## config.mk

```make
export PLATFORM = sky130hd
export DESIGN_NAME = alu_shift_seq
export DESIGN_NICKNAME = d
export VERILOG_FILES = /design/src/rtl/alu_shift_seq.sv
export SDC_FILE = /design/constraint.sdc
export NUM_CORES = 1
export LEC_CHECK = 0
export BUFFER_PORTS_ARGS = -buffer_cell sky130_fd_sc_hd__buf_2
export CORE_MARGIN = 2
export CORE_UTILIZATION = 40
export CTS_CLUSTER_SIZE = 28
export DETAILED_ROUTE_END_ITERATION = 8
export HOLD_SLACK_MARGIN = 0.12
export PLACE_DENSITY_LB_ADDON = 0.1
export SLEW_MARGIN = 20
export SYNTH_ARGS = -nofsm -noshare
export SYNTH_HDL_FRONTEND = slang
export SYNTH_SLANG_ARGS = --single-unit
```

## constraint.sdc

```tcl
create_clock -name clk -period 5.95 [get_ports clk]
set_clock_uncertainty 0.2 [all_clocks]
set_input_delay 0.595 -clock clk [delete_from_list [all_inputs] [get_ports clk]]
set_output_delay 0.595 -clock clk [all_outputs]
set_load 0.03 [all_outputs]
```

## src/rtl/alu_shift_seq.sv

```systemverilog
// alu_shift_seq: sequential multi-bit shift unit for the ALU logic group.
// A working register is loaded on an accepted start and then passed
// through a single-position shift stage once per clock until the
// requested amount is exhausted. Supports SLL, SRL, SRA and ROR.
//
// Ports:
//   clk   - clock, all state updates on the rising edge
//   rst   - synchronous active-high reset
//   start - request pulse, accepted only while busy=0 (IDLE or DONE)
//   op    - 00 SLL, 01 SRL, 10 SRA, 11 ROR
//   amt   - shift amount 0..WIDTH-1
//   din   - operand
//   busy  - high while shifting
//   done  - one-cycle completion pulse
//   dout  - result (working register), valid from done until next start
//   cout  - last bit shifted/rotated out, 0 when amt=0
//   zero  - dout == 0, registered alongside dout
module alu_shift_seq #(
  parameter int WIDTH = 32,
  parameter int SHW   = 5
) (
  input  logic             clk,
  input  logic             rst,
  input  logic             start,
  input  logic [1:0]       op,
  input  logic [SHW-1:0]   amt,
  input  logic [WIDTH-1:0] din,
  output logic             busy,
  output logic             done,
  output logic [WIDTH-1:0] dout,
  output logic             cout,
  output logic             zero
);

  typedef enum logic [1:0] {
    ST_IDLE  = 2'd0,
    ST_SHIFT = 2'd1,
    ST_DONE  = 2'd2
  } state_t;

  localparam logic [1:0] OP_SLL = 2'b00;
  localparam logic [1:0] OP_SRL = 2'b01;
  localparam logic [1:0] OP_SRA = 2'b10;
  localparam logic [1:0] OP_ROR = 2'b11;

  state_t           state_q, state_d;
  logic [WIDTH-1:0] work_q, work_d;
  logic [SHW-1:0]   cnt_q, cnt_d;
  logic [1:0]       op_q, op_d;
  logic             cout_q, cout_d;
  logic             zero_q, zero_d;
  logic             busy_q, busy_d;
  logic             done_q, done_d;
  logic             accept_s;
  logic [WIDTH:0]   step_s;

  // Single-position shift stage: returns {bit_out, shifted_word}.
  function automatic logic [WIDTH:0] shift_step(input logic [1:0] f_op,
                                                input logic [WIDTH-1:0] w);
    logic [WIDTH:0] r;
    case (f_op)
      OP_SLL:  r = {w[WIDTH-1], w[WIDTH-2:0], 1'b0};
      OP_SRL:  r = {w[0], 1'b0, w[WIDTH-1:1]};
      OP_SRA:  r = {w[0], w[WIDTH-1], w[WIDTH-1:1]};
      OP_ROR:  r = {w[0], w[0], w[WIDTH-1:1]};
      default: r = {1'b0, w};
    endcase
    return r;
  endfunction

  // A start is honoured in IDLE and DONE, never while shifting.
  assign accept_s = start && (state_q != ST_SHIFT);
  assign step_s   = shift_step(op_q, work_q);

  // State register and datapath flops with synchronous reset.
  always_ff @(posedge clk) begin
    if (rst) begin
      state_q <= ST_IDLE;
      work_q  <= {WIDTH{1'b0}};
      cnt_q   <= {SHW{1'b0}};
      op_q    <= 2'b00;
      cout_q  <= 1'b0;
      zero_q  <= 1'b1;
      busy_q  <= 1'b0;
      done_q  <= 1'b0;
    end else begin
      state_q <= state_d;
      work_q  <= work_d;
      cnt_q   <= cnt_d;
      op_q    <= op_d;
      cout_q  <= cout_d;
      zero_q  <= zero_d;
      busy_q  <= busy_d;
      done_q  <= done_d;
    end
  end

  // Next-state logic.
  always_comb begin
    state_d = state_q;
    case (state_q)
      ST_IDLE: begin
        if (start) state_d = ST_SHIFT;
        else       state_d = ST_IDLE;
      end
      ST_SHIFT: begin
        if (cnt_q == {SHW{1'b0}}) state_d = ST_DONE;
        else                      state_d = ST_SHIFT;
      end
      ST_DONE: begin
        if (start) state_d = ST_SHIFT;
        else       state_d = ST_IDLE;
      end
      default: state_d = ST_IDLE;
    endcase
  end

  // Output logic: busy/done are registered from the next state so they
  // line up with the state register.
  always_comb begin
    busy_d = 1'b0;
    done_d = 1'b0;
    case (state_d)
      ST_IDLE:  begin busy_d = 1'b0; done_d = 1'b0; end
      ST_SHIFT: begin busy_d = 1'b1; done_d = 1'b0; end
      ST_DONE:  begin busy_d = 1'b0; done_d = 1'b1; end
      default:  begin busy_d = 1'b0; done_d = 1'b0; end
    endcase
  end

  // Datapath: load on accept, one shift per SHIFT cycle while cnt != 0.
  always_comb begin
    work_d = work_q;
    cnt_d  = cnt_q;
    op_d   = op_q;
    cout_d = cout_q;
    if (accept_s) begin
      work_d = din;
      cnt_d  = amt;
      op_d   = op;
      cout_d = 1'b0;
    end else if ((state_q == ST_SHIFT) && (cnt_q != {SHW{1'b0}})) begin
      work_d = step_s[WIDTH-1:0];
      cout_d = step_s[WIDTH];
      cnt_d  = cnt_q - {{(SHW-1){1'b0}}, 1'b1};
    end else begin
      work_d = work_q;
    end
    zero_d = (work_d == {WIDTH{1'b0}});
  end

  assign busy = busy_q;
  assign done = done_q;
  assign dout = work_q;
  assign cout = cout_q;
  assign zero = zero_q;

endmodule

```

==> results of run 1 <==
[metrics by stage]
stage | instances | hold slack (ns) | worst slack (ns) | utilization | area [sq um]
CTS | 420 | 0.318 | 2.57 | 0.490 | 2850
finish | 420 | 0.324 | 2.57 | 0.491 | 2860
detailed placement | 412 | 0.326 | 2.63 | 0.470 | 2730
global placement | 412 | 0.314 | 2.69 | 0.470 | 2730
floorplan | 285 | 0.294 | 3.42 | - | 2370
global route | 420 | 0.332 | 2.32 | 0.491 | 2860
[logic make-up after synthesis]
logic type,count (synthesis),synth area share
AO/OA/AOI/OAI,71,0.236
XOR/XNOR,3,0.0111
adder cells (fa/ha/maj),2,0.0106
buffers and inverters,41,0.0761
flip-flops,45,0.381
multiplexers,13,0.0592
AND/OR/NAND/NOR,110,0.226
[cell usage after synthesis]
library cell   n
nor3_1        11
o221a_2        3
and4_1         2
and2_1         1
and4b_1        1
nor4_1         3
a221oi_1      10
nor2b_1       13
buf_6          3
a22oi_1        1
a41o_1         1
o2111ai_1     11
ha_1           2
o221ai_2       1
or2_2          1
or3_1          3
nand2_1       30
mux2_4         1
and3_1         1
a211oi_1       3
xnor2_1        1
buf_2          3
o221ai_1      16
or2b_1         2
or4b_4         1
buf_1          3
mux2_2         4
nand3_1        7
a31oi_1        2
o211ai_1       2
mux2i_1        8
nor2_1        30
a21oi_1        6
clkbuf_1      17
dfxtp_1       45
a2111oi_0      2
inv_1         15
nand2b_1       2
nand4_1        2
o21ai_0       12
o221a_1        1
xor2_1         2
[cell usage in the layout, fill, tap and decap left out, types with 7 or more instances in the layout]
| cell type | Yosys | layout |
|---|---|---|
| a221oi_1 | 10 | 10 |
| buf_2 | 3 | 77 |
| dfxtp_1 | 45 | 45 |
| inv_1 | 15 | 15 |
| mux2i_1 | 8 | 8 |
| nand2_1 | 30 | 30 |
| nand3_1 | 7 | 7 |
| nor2_1 | 30 | 29 |
| nor2b_1 | 13 | 13 |
| nor3_1 | 11 | 11 |
| o2111ai_1 | 11 | 11 |
| o21ai_0 | 12 | 12 |
| o221ai_1 | 16 | 16 |
[worst reg2reg max path, delay by kind of cell, from the launching register on]
family                     cells  cell delay (ns)
DFF                            1             0.34
AOI/OAI and AO/OA              2             0.57
muxes                          1             0.85
buffers and inverters          1             0.09
adders and majority gates      1             0.14
and+or+nand+nor                3             1.15
[flip-flops by register name, summed over array words and instances, names as in the netlist]
signal	flops
busy	1
cnt_q	5
cout	1
done	1
dout	32
op_q	2
state_q	2
zero	1
[power breakdown]
group          leakage (nW)  internal, W  switching (W)  total [W]
clock network        0.0574     0.000137       0.000107   0.000244
logic                 0.792     0.000117       0.000206   0.000323
registers             0.373     0.000341      0.0000434   0.000384
total                  1.22     0.000594       0.000357   0.000951
[per-layer routing]
metal	vias to the layer above	wire [microns]	share of wire
met2	87	3380	0.47
met5	-	0	0
met1	1114	3150	0.44
met3	12	498	0.069
met4	0	146	0.020
li1	1178	-	-
[area by class of cell]
class / instances / area (sq um)
fill: 644 / 2960
multi-input combinational: 199 / 1290
sequential: 45 / 901
timing repair buffer: 78 / 393
tap: 75 / 93.8
clock buffer: 6 / 82.6
inverter: 15 / 56.3
clock inverter: 2 / 37.5
[worst paths after layout]
| path | endpoint | slack, ns | cells past startpoint |
|---|---|---|---|
| worst max-delay path | zero$_SDFF_PP1_ | 2.57 | 8 |
| worst min-delay path | op_q[1]$_SDFFE_PP0P_ | 0.32 | 3 |
| worst max register to register | zero$_SDFF_PP1_ | 2.57 | 8 |
| worst min register to register | cout$_SDFFE_PP0N_ | 0.34 | 2 |
==> impl_metrics.env, run 1 <==
export IMPL_power_w=0.000951
export IMPL_required_ns=5.99
export IMPL_critPathTopFamily="simple AND/OR/NAND/NOR gates"
export IMPL_die_h_microns=80.9
export IMPL_fmax_mhz=296
export IMPL_overflow=0
export IMPL_ys_ff_latch=45
export IMPL_relSlewSlack=0.267
export IMPL_reg2reg_from="cnt_q[0]$_SDFFE_PP0P_"
export IMPL_use_met1=0.297
export IMPL_finalNetCount=388
export IMPL_clock_root_buffer="clkbuf_8"
export IMPL_syn_inst=285
export IMPL_finalSetupTns_ns=0
export IMPL_grt_first_pass_wirelength_mm=11.2
export IMPL_finalCriticalPeriod_ns=3.38
export IMPL_cts_inserted_buffers=5
export IMPL_leakage_nw=1.22
export IMPL_start_util=0.407
export IMPL_cts_resized=0
export IMPL_grt_pass1_vias=2250
export IMPL_wl_mm=7.18
export IMPL_synth_area_sq_mm=0.00237
export IMPL_grt_max_degree=46
export IMPL_critPathLaunchType="flop"
export IMPL_core_area_sq_mm=0.00582
export IMPL_ys_warn_count=0
export IMPL_maxCapViolCount=0
export IMPL_final_hold_viol_count=0
export IMPL_crit_type="flop to flop"
export IMPL_vias_per_cell=5.69
export IMPL_powerDensity_mw_per_mm2=333
export IMPL_yosysTopAreaCell="dfxtp_1"
export IMPL_slowest_stage="mux2i_1"
export IMPL_hold_buffers=0
export IMPL_cp_startpoint="cnt_q[0]$_SDFFE_PP0P_"
export IMPL_h_tree_depth=2
export IMPL_worstHoldStart="op[1]"
export IMPL_timing_worst_slew_pin_value_ns=1.10
export IMPL_fp_dieW_microns=80.9
export IMPL_clock_path_buffers=2
export IMPL_place_congestion=0.942
export IMPL_antenna_found_initial=0
export IMPL_syn_avg_cell_area_sq_um=8.30
export IMPL_cts_setup_buffers=0
export IMPL_routedWlPerCell_microns=17.1
export IMPL_run_status="finished clean"
export IMPL_clkTransAtPathRegs_ns=0.09
export IMPL_areaGrowthSynthToFinish_pct=20.7
export IMPL_track_usage=0.221
export IMPL_die_area_sq_mm=0.00655
export IMPL_postRouteAntennaNets=0
export IMPL_dr_first_iter_drc_count=118
export IMPL_layout_drive_gt1_share=0.284
export IMPL_clkLatencyLatePin_ns=0.30
export IMPL_synth_area_top_cells="dfxtp_1, o221ai_1, nand2_1"
export IMPL_diodes=0
export IMPL_slowest_delay_ns=0.85
export IMPL_fp_row_count=28
export IMPL_io_pins=78
export IMPL_clock_sinks=45
export IMPL_rsz0062_at_grt="no"
export IMPL_cts_tree="yes"
export IMPL_syn_num_nets=329
export IMPL_fin_crit_sh=0.568
export IMPL_path_cells="inv_1 > ha_1 > or4b_4 > mux2i_1 > or2b_1 > a2111oi_0 > and4b_1 > a41o_1"
export IMPL_gr_usage_met2=0.354
export IMPL_critPathCaptureType="flop"
export IMPL_arrival_ns=3.42
export IMPL_synthDistinctLibCells=42
export IMPL_io_buffers=77
export IMPL_path_buf_inv=1
export IMPL_use_met3=0.0444
export IMPL_ys_seq_area_frac=0.381
export IMPL_peakVddDrop_uv=115
export IMPL_vias=2391
export IMPL_synth_top_area_share=0.381
export IMPL_setup_violations=0
export IMPL_detailed_place_hpwl_mm=5.06
export IMPL_grt_busiest_layer="met2"
export IMPL_path_max_fanout=17
export IMPL_firstDrtPassIters=4
export IMPL_drv_slew=0
export IMPL_hold_path_class="primary input to flop"
export IMPL_detail_route_drc_violations=0
Power figures use the tool's default switching activity.
==> run 2: changes to the inputs <==
==> constraint.sdc (replaced) <==
create_clock -name clk -period 2.9 [get_ports clk]
set_clock_uncertainty 0.2 [all_clocks]
set_input_delay 0.29 -clock clk [delete_from_list [all_inputs] [get_ports clk]]
set_output_delay 0.29 -clock clk [all_outputs]
set_load 0.03 [all_outputs]
==> run 2 against run 1 <==
Net effect:
- global-route usage rose by 0.96 points
- critical path type unchanged
- hold slack got worse by 0.20 ns
- critical path depth rose by 1
- critical endpoint unchanged
==> impl_metrics.env, run 2 (synthesized netlist as in run 1, its figures left out) <==
export IMPL_clkPwrFrac=0.206
export IMPL_place_congestion=0.838
export IMPL_finalNetCount=406
export IMPL_grt_max_degree=46
export IMPL_diodes=0
export IMPL_peakVddDrop_uv=273
export IMPL_vias=2444
export IMPL_fp_dieW_microns=80.9
export IMPL_pwr_share_seq=0.420
export IMPL_slowest_stage="or4b_4"
export IMPL_clock_sinks=45
export IMPL_vias_per_cell=5.59
export IMPL_p_sw_frac=0.383
export IMPL_final_cell_mix="buf_2, dfxtp_1, nand2_1"
export IMPL_leakage_nw=1.29
export IMPL_fp_row_count=28
export IMPL_largest_reg_flops=32
export IMPL_final_common_cell="buf_2"
export IMPL_core_area_sq_mm=0.00582
export IMPL_cts_tree="yes"
export IMPL_finalSetupTns_ns=0
export IMPL_min_path_cells=3
export IMPL_r2r_cells=9
export IMPL_p_comb_frac=0.374
export IMPL_drv_slew=0
export IMPL_p_int_w=0.00116
export IMPL_overflow=0
export IMPL_clock_root_buffer="clkbuf_8"
export IMPL_routedWlPerCell_microns=16.4
export IMPL_final_hold_viol_count=0
export IMPL_clock_path_buffers=2
export IMPL_clkLatencyLatePin_ns=0.29
export IMPL_relSlewSlack=0.443
export IMPL_clkTransAtPathRegs_ns=0.08
export IMPL_layout_drive_gt1_share=0.298
export IMPL_grt_pass1_vias=2308
export IMPL_postRouteAntennaNets=0
export IMPL_run_status="finished clean"
export IMPL_rsz0062_at_grt="no"
export IMPL_die_area_sq_mm=0.00655
export IMPL_timing_worst_slew_pin_value_ns=0.835
export IMPL_critPathCaptureType="flop"
export IMPL_areaGrowthSynthToFinish_pct=25.9
export IMPL_die_h_microns=80.9
export IMPL_whs_ns=0.123
export IMPL_maxCapViolCount=0
export IMPL_critPathLaunchType="flop"
export IMPL_powerDensity_mw_per_mm2=632
export IMPL_detailed_place_hpwl_mm=5.21
export IMPL_hold_path_class="primary input to flop"
export IMPL_grt_first_pass_wirelength_mm=11.6
export IMPL_antenna_found_initial=0
export IMPL_cts_inserted_buffers=5
export IMPL_path_cells="inv_1 > ha_1 > or4b_4 > mux2i_1 > buf_4 > or2b_1 > a2111oi_1 > and4b_1 > a41o_1"
export IMPL_firstDrtPassIters=5
export IMPL_rrSetupSlack_ns=0.17
export IMPL_arrival_ns=2.77
export IMPL_finalCriticalPeriod_ns=2.73
export IMPL_track_usage=0.230
export IMPL_fin_crit_sh=0.943
export IMPL_fmax_mhz=366
export IMPL_power_w=0.00188
export IMPL_crit_type="flop to flop"
export IMPL_power_switching_w=0.000720
export IMPL_start_util=0.407
export IMPL_setup_violations=0
export IMPL_path_max_fanout=10
export IMPL_h_tree_depth=2
export IMPL_detail_route_drc_violations=0
export IMPL_io_pins=78
export IMPL_dr_first_iter_drc_count=168
export IMPL_required_ns=2.94
export IMPL_wl_mm=7.17
export IMPL_slowest_delay_ns=0.52
export IMPL_io_buffers=77
[run 2: cell count changes in the layout (fill, tap and decap cells not counted), sizes merged]
cell         delta
buf            +11
dlygate4sd3     +7
bufinv          -1
clkbuf          +1
clkinvlp        -1
[run 2: final cells by class]
type | instances | area [sq um]
clock buffers | 7 | 86.3
multi-input cells | 199 | 1290
inverters | 15 | 56.3
flip-flops and latches | 45 | 901
repair buffers | 96 | 546
well taps | 75 | 93.8
fillers | 625 | 2840
[run 2: worst paths after layout]
check,start,endpoint
hold / removal,din[25],dout[25]$_SDFF_PP0_
hold reg to reg,cout$_SDFFE_PP0N_,cout$_SDFFE_PP0N_
setup reg to reg,cnt_q[0]$_SDFFE_PP0P_,zero$_SDFF_PP1_
setup / recovery,cnt_q[0]$_SDFFE_PP0P_,zero$_SDFF_PP1_
[run 2: repair_timing]
item | 4_1_cts | 5_1_grt
endpoints found under the setup margin | 0 | 1
setup buffers | 0 | 3
gates resized for setup | 0 | 3
hold buffers | 7 | 0
endpoints found under the hold margin | 7 | 0
[run 2: routing by layer]
metal | global-route usage | part of all wire
met5 | 0 | 0
met4 | 0.0729 | 0.012
met3 | 0.0389 | 0.062
met2 | 0.381 | 0.48
met1 | 0.306 | 0.45
[run 2: stage by stage]
stage          instance area [sq um]  utilization  setup WS [ns]  cells
2_1_floorplan                   2370            -          0.371    285
3_3_place_gp                    2790        0.480          0.188    420
3_5_place_dp                    2790        0.480         0.0851    420
4_1_cts                         2950        0.507         0.0668    434
5_1_grt                         2980        0.512        0.00664    437
6_report                        2980        0.512          0.166    437
[run 2: worst max-delay path, delay by kind of cell, from the launching register on]
family,cells,cell delay (ns)
AOI/OAI and AO/OA,2,0.54
adders and majority gates,1,0.14
buffers and inverters,2,0.26
DFF,1,0.34
muxes,1,0.16
and+or+nand+nor,3,1.03
[run 2: power by group through the flow]
stage               Sequential, W  Clock [W]  Combinational (W)
floorplan                0.000904          0           0.000374
global placement         0.000804          0           0.000677
detailed placement       0.000804          0           0.000678
CTS                      0.000789   0.000405           0.000688
global route             0.000802   0.000420           0.000771
finish                   0.000791   0.000387           0.000703
